<file path="config.mk">
export PLATFORM = sky130hd
export DESIGN_NAME = alu_wb_buffer
export DESIGN_NICKNAME = d
export VERILOG_FILES = /design/src/rtl/alu_wb_buffer.sv
export SDC_FILE = /design/constraint.sdc
export NUM_CORES = 1
export LEC_CHECK = 0
export CAP_MARGIN = 20
export CORE_AREA = 2 2 226 228
export CTS_CLUSTER_DIAMETER = 100
export CTS_CLUSTER_SIZE = 8
export DETAILED_ROUTE_END_ITERATION = 8
export DIE_AREA = 0 0 228 230
export GPL_TIMING_DRIVEN = 0
export SYNTH_ARGS = -nofsm -noshare
export SYNTH_HDL_FRONTEND = slang
export SYNTH_SLANG_ARGS = --single-unit
</file>
<file path="constraint.sdc">
create_clock -name clk_i -period 14.2 [get_ports clk_i]
set_input_delay 2.13 -clock clk_i [delete_from_list [all_inputs] [get_ports clk_i]]
set_output_delay 2.13 -clock clk_i [all_outputs]
set_load 0.01 [all_outputs]
</file>
<file path="src/rtl/alu_wb_buffer.sv">
// alu_wb_buffer
//   In-order FIFO between the combinational ALU and the scoreboard writeback
//   port. ALU results are accepted over alu_valid_i/alu_ready_o and drained
//   over wb_valid_o/wb_ready_i, so a stalled writeback never loses a result.
//
// Ports
//   clk_i, rst_ni     clock (rising edge), synchronous active-low reset
//   flush_i           drop all buffered entries and the incoming result
//   alu_valid_i       ALU result present      alu_ready_o   buffer not full
//   alu_result_i      result                  alu_branch_res_i  branch outcome
//   alu_trans_id_i    producing instruction ID
//   wb_valid_o        head entry presented    wb_ready_i    head consumed
//   wb_result_o, wb_branch_res_o, wb_trans_id_o   head entry fields
//   count_o           number of stored entries
//
// Configuration
//   ALU_WB_BYPASS_EN  when defined, an empty buffer with a ready writeback
//                     forwards the ALU result combinationally (zero latency).
//                     When undefined, wb_* are driven from registers only.

module alu_wb_buffer #(
  parameter int XLEN          = 64,
  parameter int TRANS_ID_BITS = 3,
  parameter int DEPTH         = 4
) (
  input  logic                       clk_i,
  input  logic                       rst_ni,
  input  logic                       flush_i,
  input  logic                       alu_valid_i,
  output logic                       alu_ready_o,
  input  logic [XLEN-1:0]            alu_result_i,
  input  logic                       alu_branch_res_i,
  input  logic [TRANS_ID_BITS-1:0]   alu_trans_id_i,
  output logic                       wb_valid_o,
  input  logic                       wb_ready_i,
  output logic [XLEN-1:0]            wb_result_o,
  output logic                       wb_branch_res_o,
  output logic [TRANS_ID_BITS-1:0]   wb_trans_id_o,
  output logic [$clog2(DEPTH+1)-1:0] count_o
);

  localparam int PTR_W = (DEPTH > 1) ? $clog2(DEPTH) : 1;
  localparam int CNT_W = $clog2(DEPTH + 1);

  logic [XLEN-1:0]          result_q [DEPTH];
  logic [DEPTH-1:0]         branch_q;
  logic [TRANS_ID_BITS-1:0] id_q     [DEPTH];

  logic [PTR_W-1:0] wr_ptr_q;
  logic [PTR_W-1:0] rd_ptr_q;
  logic [CNT_W-1:0] count_q;

  logic empty;
  logic full;
  logic push;
  logic pop;

  function automatic logic [PTR_W-1:0] next_ptr(input logic [PTR_W-1:0] p);
    next_ptr = (p == PTR_W'(DEPTH - 1)) ? '0 : p + 1'b1;
  endfunction

  assign empty       = (count_q == '0);
  assign full        = (count_q == CNT_W'(DEPTH));
  assign alu_ready_o = ~full;
  assign count_o     = count_q;

  // Pop only ever drains stored entries; a bypassed result never touches
  // the pointers or the count.
  assign pop = ~empty & wb_ready_i & ~flush_i;

`ifdef ALU_WB_BYPASS_EN
  logic bypass;

  assign bypass = empty & alu_valid_i & wb_ready_i & ~flush_i;
  assign push   = alu_valid_i & ~full & ~flush_i & ~bypass;

  assign wb_valid_o      = (~empty | bypass) & ~flush_i;
  assign wb_result_o     = bypass ? alu_result_i     : result_q[rd_ptr_q];
  assign wb_branch_res_o = bypass ? alu_branch_res_i : branch_q[rd_ptr_q];
  assign wb_trans_id_o   = bypass ? alu_trans_id_i   : id_q[rd_ptr_q];
`else
  assign push = alu_valid_i & ~full & ~flush_i;

  assign wb_valid_o      = ~empty & ~flush_i;
  assign wb_result_o     = result_q[rd_ptr_q];
  assign wb_branch_res_o = branch_q[rd_ptr_q];
  assign wb_trans_id_o   = id_q[rd_ptr_q];
`endif

  always_ff @(posedge clk_i) begin
    if (!rst_ni) begin
      wr_ptr_q <= '0;
      rd_ptr_q <= '0;
      count_q  <= '0;
      branch_q <= '0;
      // Storage is cleared too so wb_* reads back as zero after reset.
      for (int i = 0; i < DEPTH; i++) begin
        result_q[i] <= '0;
        id_q[i]     <= '0;
      end
    end else if (flush_i) begin
      wr_ptr_q <= '0;
      rd_ptr_q <= '0;
      count_q  <= '0;
    end else begin
      if (push) begin
        result_q[wr_ptr_q] <= alu_result_i;
        branch_q[wr_ptr_q] <= alu_branch_res_i;
        id_q[wr_ptr_q]     <= alu_trans_id_i;
        wr_ptr_q           <= next_ptr(wr_ptr_q);
      end
      if (pop) begin
        rd_ptr_q <= next_ptr(rd_ptr_q);
      end
      case ({push, pop})
        2'b10:   count_q <= count_q + 1'b1;
        2'b01:   count_q <= count_q - 1'b1;
        default: count_q <= count_q;
      endcase
    end
  end

endmodule

</file>
# Word level (Yosys, flattened, before mapping)

Memory sizes are Yosys's and may differ from the RTL's. A register that Yosys moved wholly into a read port is not among the register bits.
Cells that the tools add are included.

Memories kept: 2
Memory bits (writable): 268
Input port bits: 73
Flip-flop bits (word level): 11

Memory list:

| name     | depth | width | read ports | clocked after memory_dff | wr ports | RTL line | RTL |
|---|---|---|---|---|---|---|---|
| result_q | 4     | 64    | 1          | 1                        | 4        | 45       | `logic [XLEN-1:0] result_q [DEPTH];` |
| id_q     | 4     | 3     | 1          | 1                        | 4        | 47       | `logic [TRANS_ID_BITS-1:0] id_q [DEPTH];` |

Muxes and demuxes: 23
Magnitude comparators: 3
Bitwise operators: 9
Add/subtract/negate cells: 4
Equality and inequality tests: 5
Reductions and logical operators: 7

Operators by type and width:

| operator                                                                            | count |
|---|---|
| 64-bit 2-to-1 mux                                                                   | 1 |
| 64-bit OR reduction                                                                 | 1 |
| 2-bit 2-to-1 mux                                                                    | 8 |
| 1-bit 2-to-1 mux                                                                    | 9 |
| 2-bit equality test, second input constant                                          | 3 |
| 2-bit by 3-bit less-than comparator with 1-bit output, second input constant        | 2 |
| 3-bit one-hot mux with 2 select lines                                               | 1 |
| 1-bit AND                                                                           | 5 |
| 2-bit by 1-bit adder with 2-bit output, second input constant                       | 2 |
| 4-bit bitwise mux                                                                   | 1 |
| 1-bit inverter                                                                      | 4 |
| 3-bit by 1-bit adder with 3-bit output, second input constant                       | 1 |
| 3-bit equality test, second input constant                                          | 1 |
| 3-bit logical NOT                                                                   | 1 |
| 3-bit 2-to-1 mux                                                                    | 1 |
| 3-bit OR reduction                                                                  | 1 |
| 3-bit by 1-bit subtractor with 3-bit output, second input constant                  | 1 |
| 1-bit binary-select mux with 2-bit select                                           | 1 |
| 1-bit demux with 2-bit select                                                       | 1 |
| 2-bit by 1-bit equality test with 1-bit output, second input constant               | 1 |
| 2-bit by 1-bit greater-or-equal comparator with 1-bit output, second input constant | 1 |
| 2-bit AND reduction                                                                 | 1 |
| 2-bit nonzero test                                                                  | 1 |
| 2-bit OR reduction                                                                  | 1 |
| 1-bit logical AND                                                                   | 1 |

# Depth between registers and ports, before layout

Gate-level depths: netlist of the first run.

Word-level depth: 10
Depth in mapped cells: 9
Gate-level depth less buffers: 8

# Worst setup path after synthesis of the first run

Ideal clock, no wire load.

Path kind: input port to flip-flop
Start: input port alu_valid_i
End: memory id_q[0][0] (enable)
Data required time: 13.608 ns
Setup time: 0.592 ns
Path slack: 5.980 ns
Arrival time: 7.628 ns
Stages on the path: 4
Buffers on the path: 1
Path through: nor2b_1 -> clkbuf_1 -> nand2_1 -> o31ai_1

RTL lines:

| item        | RTL line | RTL |
|---|---|---|
| from (decl) | 29       | `input logic alu_valid_i,` |
| to (decl)   | 47       |  |

==> results of run 1 <==
## stage by stage
| stage | util | worst slack, ns | power (mW) |
|---|---|---|---|
| floorplan | - | 5.98 | 1.03 |
| global placement | 0.294 | 0.344 | 1.12 |
| detailed placement | 0.302 | 8.79 | 1.13 |
| global route | 0.324 | 8.39 | 2.04 |
| CTS | 0.324 | 8.38 | 2.00 |
| finish | 0.324 | 8.60 | 1.97 |
## registers in the layout (all words and copies together) (netlist names), named ones only
| register | cells |
|---|---|
| branch_q | 4 |
| wr_ptr_q | 2 |
| result_q | 256 |
| id_q | 12 |
| rd_ptr_q | 2 |
| count_o | 3 |
## cell families (layout without fill, tap and decap cells)
| group | Yosys count | after routing | share of synthesized area |
|---|---|---|---|
| buffers and inverters | 68 | 282 | 0.0352 |
| XOR/XNOR | 2 | 2 | 0.00142 |
| AND/OR/NAND/NOR | 305 | 305 | 0.151 |
| AO/OA/AOI/OAI | 8 | 8 | 0.00364 |
| other | 0 | 2 | 0 |
| multiplexers | 75 | 75 | 0.129 |
| flip-flops | 281 | 281 | 0.672 |
| adder cells (fa/ha/maj) | 7 | 7 | 0.00769 |
## power breakdown
group	leakage (nW)	total [mW]	internal, mW	switching (mW)
Clock	0.528	0.862	0.516	0.347
Sequential	2.92	0.953	0.944	0.00882
Combinational	2.71	0.154	0.0781	0.0762
Total	6.16	1.97	1.54	0.432
## metal layers
layer | vias up | track usage | part of all wire
li1 | 3270 | - | -
met1 | 3775 | 0.176 | 0.43
met2 | 197 | 0.231 | 0.48
met3 | 52 | 0.0401 | 0.065
met4 | 8 | 0.0351 | 0.016
met5 | - | 0 | 0.0015
## path summary, 6_finish.rpt
| check | slack [ns] | start | depth (start not counted) | to |
|---|---|---|---|---|
| worst max-delay path | 8.60 | register | 4 | wb_result_o[26] |
| worst min-delay path | 0.46 | branch_q[1] | 2 | branch_q[1] |
| worst max register to register | 11.45 | wr_ptr_q[0] | 5 | result_q[1][53] |
| worst min register to register | 0.46 | branch_q[1] | 2 | branch_q[1] |
## cells in the mapped netlist
cell | n | area share
nor2b_1 | 5 | 0.0025
buf_2 | 10 | 0.0040
and4_4 | 1 | 0.00091
nand2b_1 | 1 | 0.00051
clkbuf_1 | 27 | 0.0082
buf_1 | 2 | 0.00061
dfxtp_1 | 13 | 0.021
nand2_1 | 12 | 0.0036
inv_1 | 5 | 0.0015
nor2_1 | 6 | 0.0018
fa_1 | 1 | 0.0016
edfxtp_1 | 268 | 0.65
ha_1 | 6 | 0.0061
nand3_1 | 5 | 0.0020
nand4_1 | 1 | 0.00051
or3b_1 | 1 | 0.00071
and2_1 | 135 | 0.068
o21ai_0 | 4 | 0.0016
and3_1 | 134 | 0.068
clkbuf_2 | 2 | 0.00081
and3_4 | 1 | 0.00091
mux2i_1 | 7 | 0.0057
a21oi_1 | 2 | 0.00081
o31ai_1 | 2 | 0.0012
mux4_2 | 68 | 0.12
xor2_1 | 2 | 0.0014
or3_1 | 3 | 0.0015
buf_6 | 22 | 0.020
## final cells by class
type / count / area [sq um]
multi-input cells: 397 / 3680
fillers: 4911 / 33700
clock buffers: 49 / 1060
well taps: 672 / 841
diodes: 2 / 5.00
inverters: 5 / 18.8
plain buffers: 63 / 417
clock inverters: 3 / 26.3
repair buffers: 162 / 1820
flip-flops and latches: 281 / 8310
## worst max-delay path, cell delays in order, from the launching register on
cell,delay [ns]
dfxtp_1,0.36
buf_1,0.77
clkbuf_1,0.81
mux4_2,0.46
clkdlybuf4s50_1,0.51
==> flow_summary.yaml, run 1 <==
die:
  die_area_sq_um: 52400
  start_util: 0.248
  die_height_um: 230
  chipWidth_um: 228
  io_pins: 146
  core-area_sq_um: 49900
  rows: 82
synth:
  synth_nets: 826
  yosys_warnings: 0
  yosysUniqueCellTypes: 28
  postSynthAreaPerCell_sq_um: 16.6
  yosysSeqAreaShare: 0.672
  synthCells: 746
  netlist_area_sq_um: 12400
  ys_seq_elements: 281
critical_path:
  cp.arrival_ns: 3.47
  cp.required_ns: 12.07
  cp-end-kind: "primary output"
  startpoint_type: "register"
  cp_max_fo: 10
  path_class: "register to primary output"
power:
  vdd_drop_max_uv: 67.5
  p_per_area_nw_per_um2: 122
  leakage_nw: 6.16
clocking:
  root_buffer: "clkbuf_16"
  htree_levels: 2
  clkTransAtPathRegs_ns: 0.05
  clock_sinks: 281
  cts-hold-fix-buffers: 0
  clk_latency_ns: 0.54
  clk_path_buf_depth: 3
  cts_tree: "built"
  numCtsBuffers: 41
  ctsResizeCount: 0
  postCtsSetupRepairBufs: 0
cells_and_area:
  final_common_cell: "edfxtp_1"
  fin_nets: 1031
  drive_above_1_share: 0.176
  final_cells: 1634
  fin_area_sq_um: 16200
  synthToLayoutAreaGrowth_pct: 30.7
  layout_common_cells: "268 x edfxtp_1, 145 x clkdlybuf4s50_1, 135 x and2_1"
run_status:
  status: "finished, final reports clean"
timing:
  fin_crit_sh: 0.394
  hold_slack_ns: 0.462
  final-hold-violation-count: 0
  fmax_mhz: 179
  max_slew_margin: 0.322
  rsz0062_at_grt: "no"
  slew_viol_final: 0
  fin_skew_ns: 0.0161
  period_minus_slack_ns: 5.60
  fin_tns_setup_ns: 0
  setup_viol: 0
  worstMarginPinSlew_ns: 1.02
run:
  cap_violations: 0
route:
  dr.first_iter.drc_count: 456
  antenna_left: 0
  drt_first_pass_iters: 4
  drc_errors: 0
  wl_per_cell_um: 22.2
  vias: 7302
  wl_mm: 36.3
  vias_per_cell: 4.47
worst_hold_path:
  hp-class: "register to register"
place:
  port_buffers: 145
  post-place-cells: 1580
  detailed_place_hpwl_mm: 24.0
  place_area_sq_um: 15100
  place.gp.congestion: 0.732
grt:
  grt_usage: 0.138
  overflow: 0
  grt_pass1_vias: 7946
  grt_max_degree: 23
  grt_pass1_wl_mm: 52.6
  grt_antenna_before_repair: 7
Note: power is estimated with default switching activity, not from simulation.
==> run 2: changes to the inputs <==
clock period = 5.3 ns   (was 14.2 ns; I/O delays follow)
==> run 2 against run 1 <==
Sequential power rose to 2.7 times the previous value; clock power rose to 2.8 times the previous value; critical path depth unchanged; register-to-register slack worse by 8.8 ns; critical path type unchanged; critical endpoint is now wb_result_o[3]; largest power group unchanged; highest routed layer unchanged.
==> flow_summary.yaml, run 2 (synthesis gave the netlist of run 1 again) <==
power:
  switching_power_mw: 1.16
  pwr-share-comb: 0.077
  internal-power_mw: 4.17
  p_clk_frac: 0.445
  vdd_drop_max_uv: 158
  p_per_area_nw_per_um2: 330
  sw_frac_of_total: 0.218
  p_seq_frac: 0.478
  p_total_mw: 5.34
  leakage_nw: 6.16
clocking:
  ctsResizeCount: 0
  root_buffer: "clkbuf_16"
  clk_path_buf_depth: 3
  cts-hold-fix-buffers: 0
  postCtsSetupRepairBufs: 0
  numCtsBuffers: 41
  clock_sinks: 281
  clkTransAtPathRegs_ns: 0.05
  htree_levels: 2
  cts_tree: "built"
  clk_latency_ns: 0.54
critical_path:
  startpoint_type: "register"
  cp_max_fo: 10
  path_class: "register to primary output"
  ff2ff_setup_slack_ns: 2.66
  cp.arrival_ns: 3.48
  cp-end-kind: "primary output"
  cp.required_ns: 4.51
die:
  die_area_sq_um: 52400
  rows: 82
  io_pins: 146
  start_util: 0.248
  chipWidth_um: 228
  die_height_um: 230
  core-area_sq_um: 49900
place:
  port_buffers: 145
  place_area_sq_um: 15000
  place.gp.congestion: 0.731
  detailed_place_hpwl_mm: 23.3
timing:
  fin_crit_sh: 0.806
  setup_viol: 0
  hold_slack_ns: 0.460
  final-hold-violation-count: 0
  rsz0062_at_grt: "no"
  max_slew_margin: 0.318
  period_minus_slack_ns: 4.27
  worstMarginPinSlew_ns: 1.02
  fin_skew_ns: 0.0112
  slew_viol_final: 0
  fmax_mhz: 234
grt:
  overflow: 0
  grt_pass1_wl_mm: 52.0
  grt_pass1_vias: 7747
  grt_antenna_before_repair: 3
  grt_usage: 0.137
  grt_max_degree: 23
cells_and_area:
  top_register: "result_q"
  fin_area_sq_um: 16200
  layout_common_cells: "268 x edfxtp_1, 145 x clkdlybuf4s50_1, 135 x and2_1"
  largest_reg_flops: 256
  top_regs: "result_q: 256 flops, id_q: 12 flops, branch_q: 4 flops"
  drive_above_1_share: 0.176
  synthToLayoutAreaGrowth_pct: 30.6
  fin_nets: 1030
  diodes: 0
  final_common_cell: "edfxtp_1"
route:
  antenna_left: 0
  wl_mm: 35.7
  met1Wirelength_mm: 15.4
  drc_errors: 0
  wl_per_cell_um: 21.9
  dr_wl_met2_mm: 17.3
  highest_layer: "met5"
  vias: 7245
  wl_met3_mm: 2.31
  dr.first_iter.drc_count: 536
  drt_first_pass_iters: 5
  vias_per_cell: 4.44
worst_hold_path:
  hp-class: "register to register"
run:
  cap_violations: 0
run_status:
  status: "finished, final reports clean"
run 2: per-layer routing:
metal,up-vias,track usage
met5,-,0
met3,48,0.0368
li1,3258,-
met4,6,0.0351
met2,213,0.224
met1,3720,0.179
run 2: layout make-up:
type	count	area, sq um
repair buffers	161	1770
multi-input cells	397	3680
clock buffers	51	1110
plain buffers	63	417
well taps	672	841
clock inverters	2	17.5
inverters	5	18.8
flip-flops and latches	281	8310
fillers	4943	33700
run 2: final timing paths:
check / cells after the start / end / from
setup / recovery: 4 / wb_result_o[3] / register
hold / removal: 2 / branch_q[3] / branch_q[3]
hold reg to reg: 2 / branch_q[3] / branch_q[3]
setup reg to reg: 5 / result_q[1][52] / wr_ptr_q[0]
run 2: per-stage QoR:
| stage | setup slack [ns] | TNS (ns) | cells | util |
|---|---|---|---|---|
| finish | 1.03 | 0 | 1632 | 0.324 |
| global route | 0.812 | 0 | 1632 | 0.324 |
| CTS | 0.839 | 0 | 1632 | 0.324 |
| detailed placement | 1.45 | 0 | 1579 | 0.302 |
| global placement | -7.21 | -1385.87 | 1563 | 0.294 |
| floorplan | -1.58 | -212.36 | 746 | - |
run 2: power groups by stage:
stage	Sequential, mW	Clock [mW]	Combinational [mW]
after floorplan	2.60	0	0.160
after global placement	2.62	0	0.377
after detailed placement	2.60	0	0.416
after CTS	2.55	2.44	0.418
after global routing	2.56	2.53	0.437
final	2.55	2.38	0.409
run 2: critical path, stage by stage, from the launching register on:
cell and delay (ns):
dfxtp_1 0.37, buf_1 0.76, clkbuf_1 0.78, mux4_2 0.35, clkdlybuf4s50_1 0.66
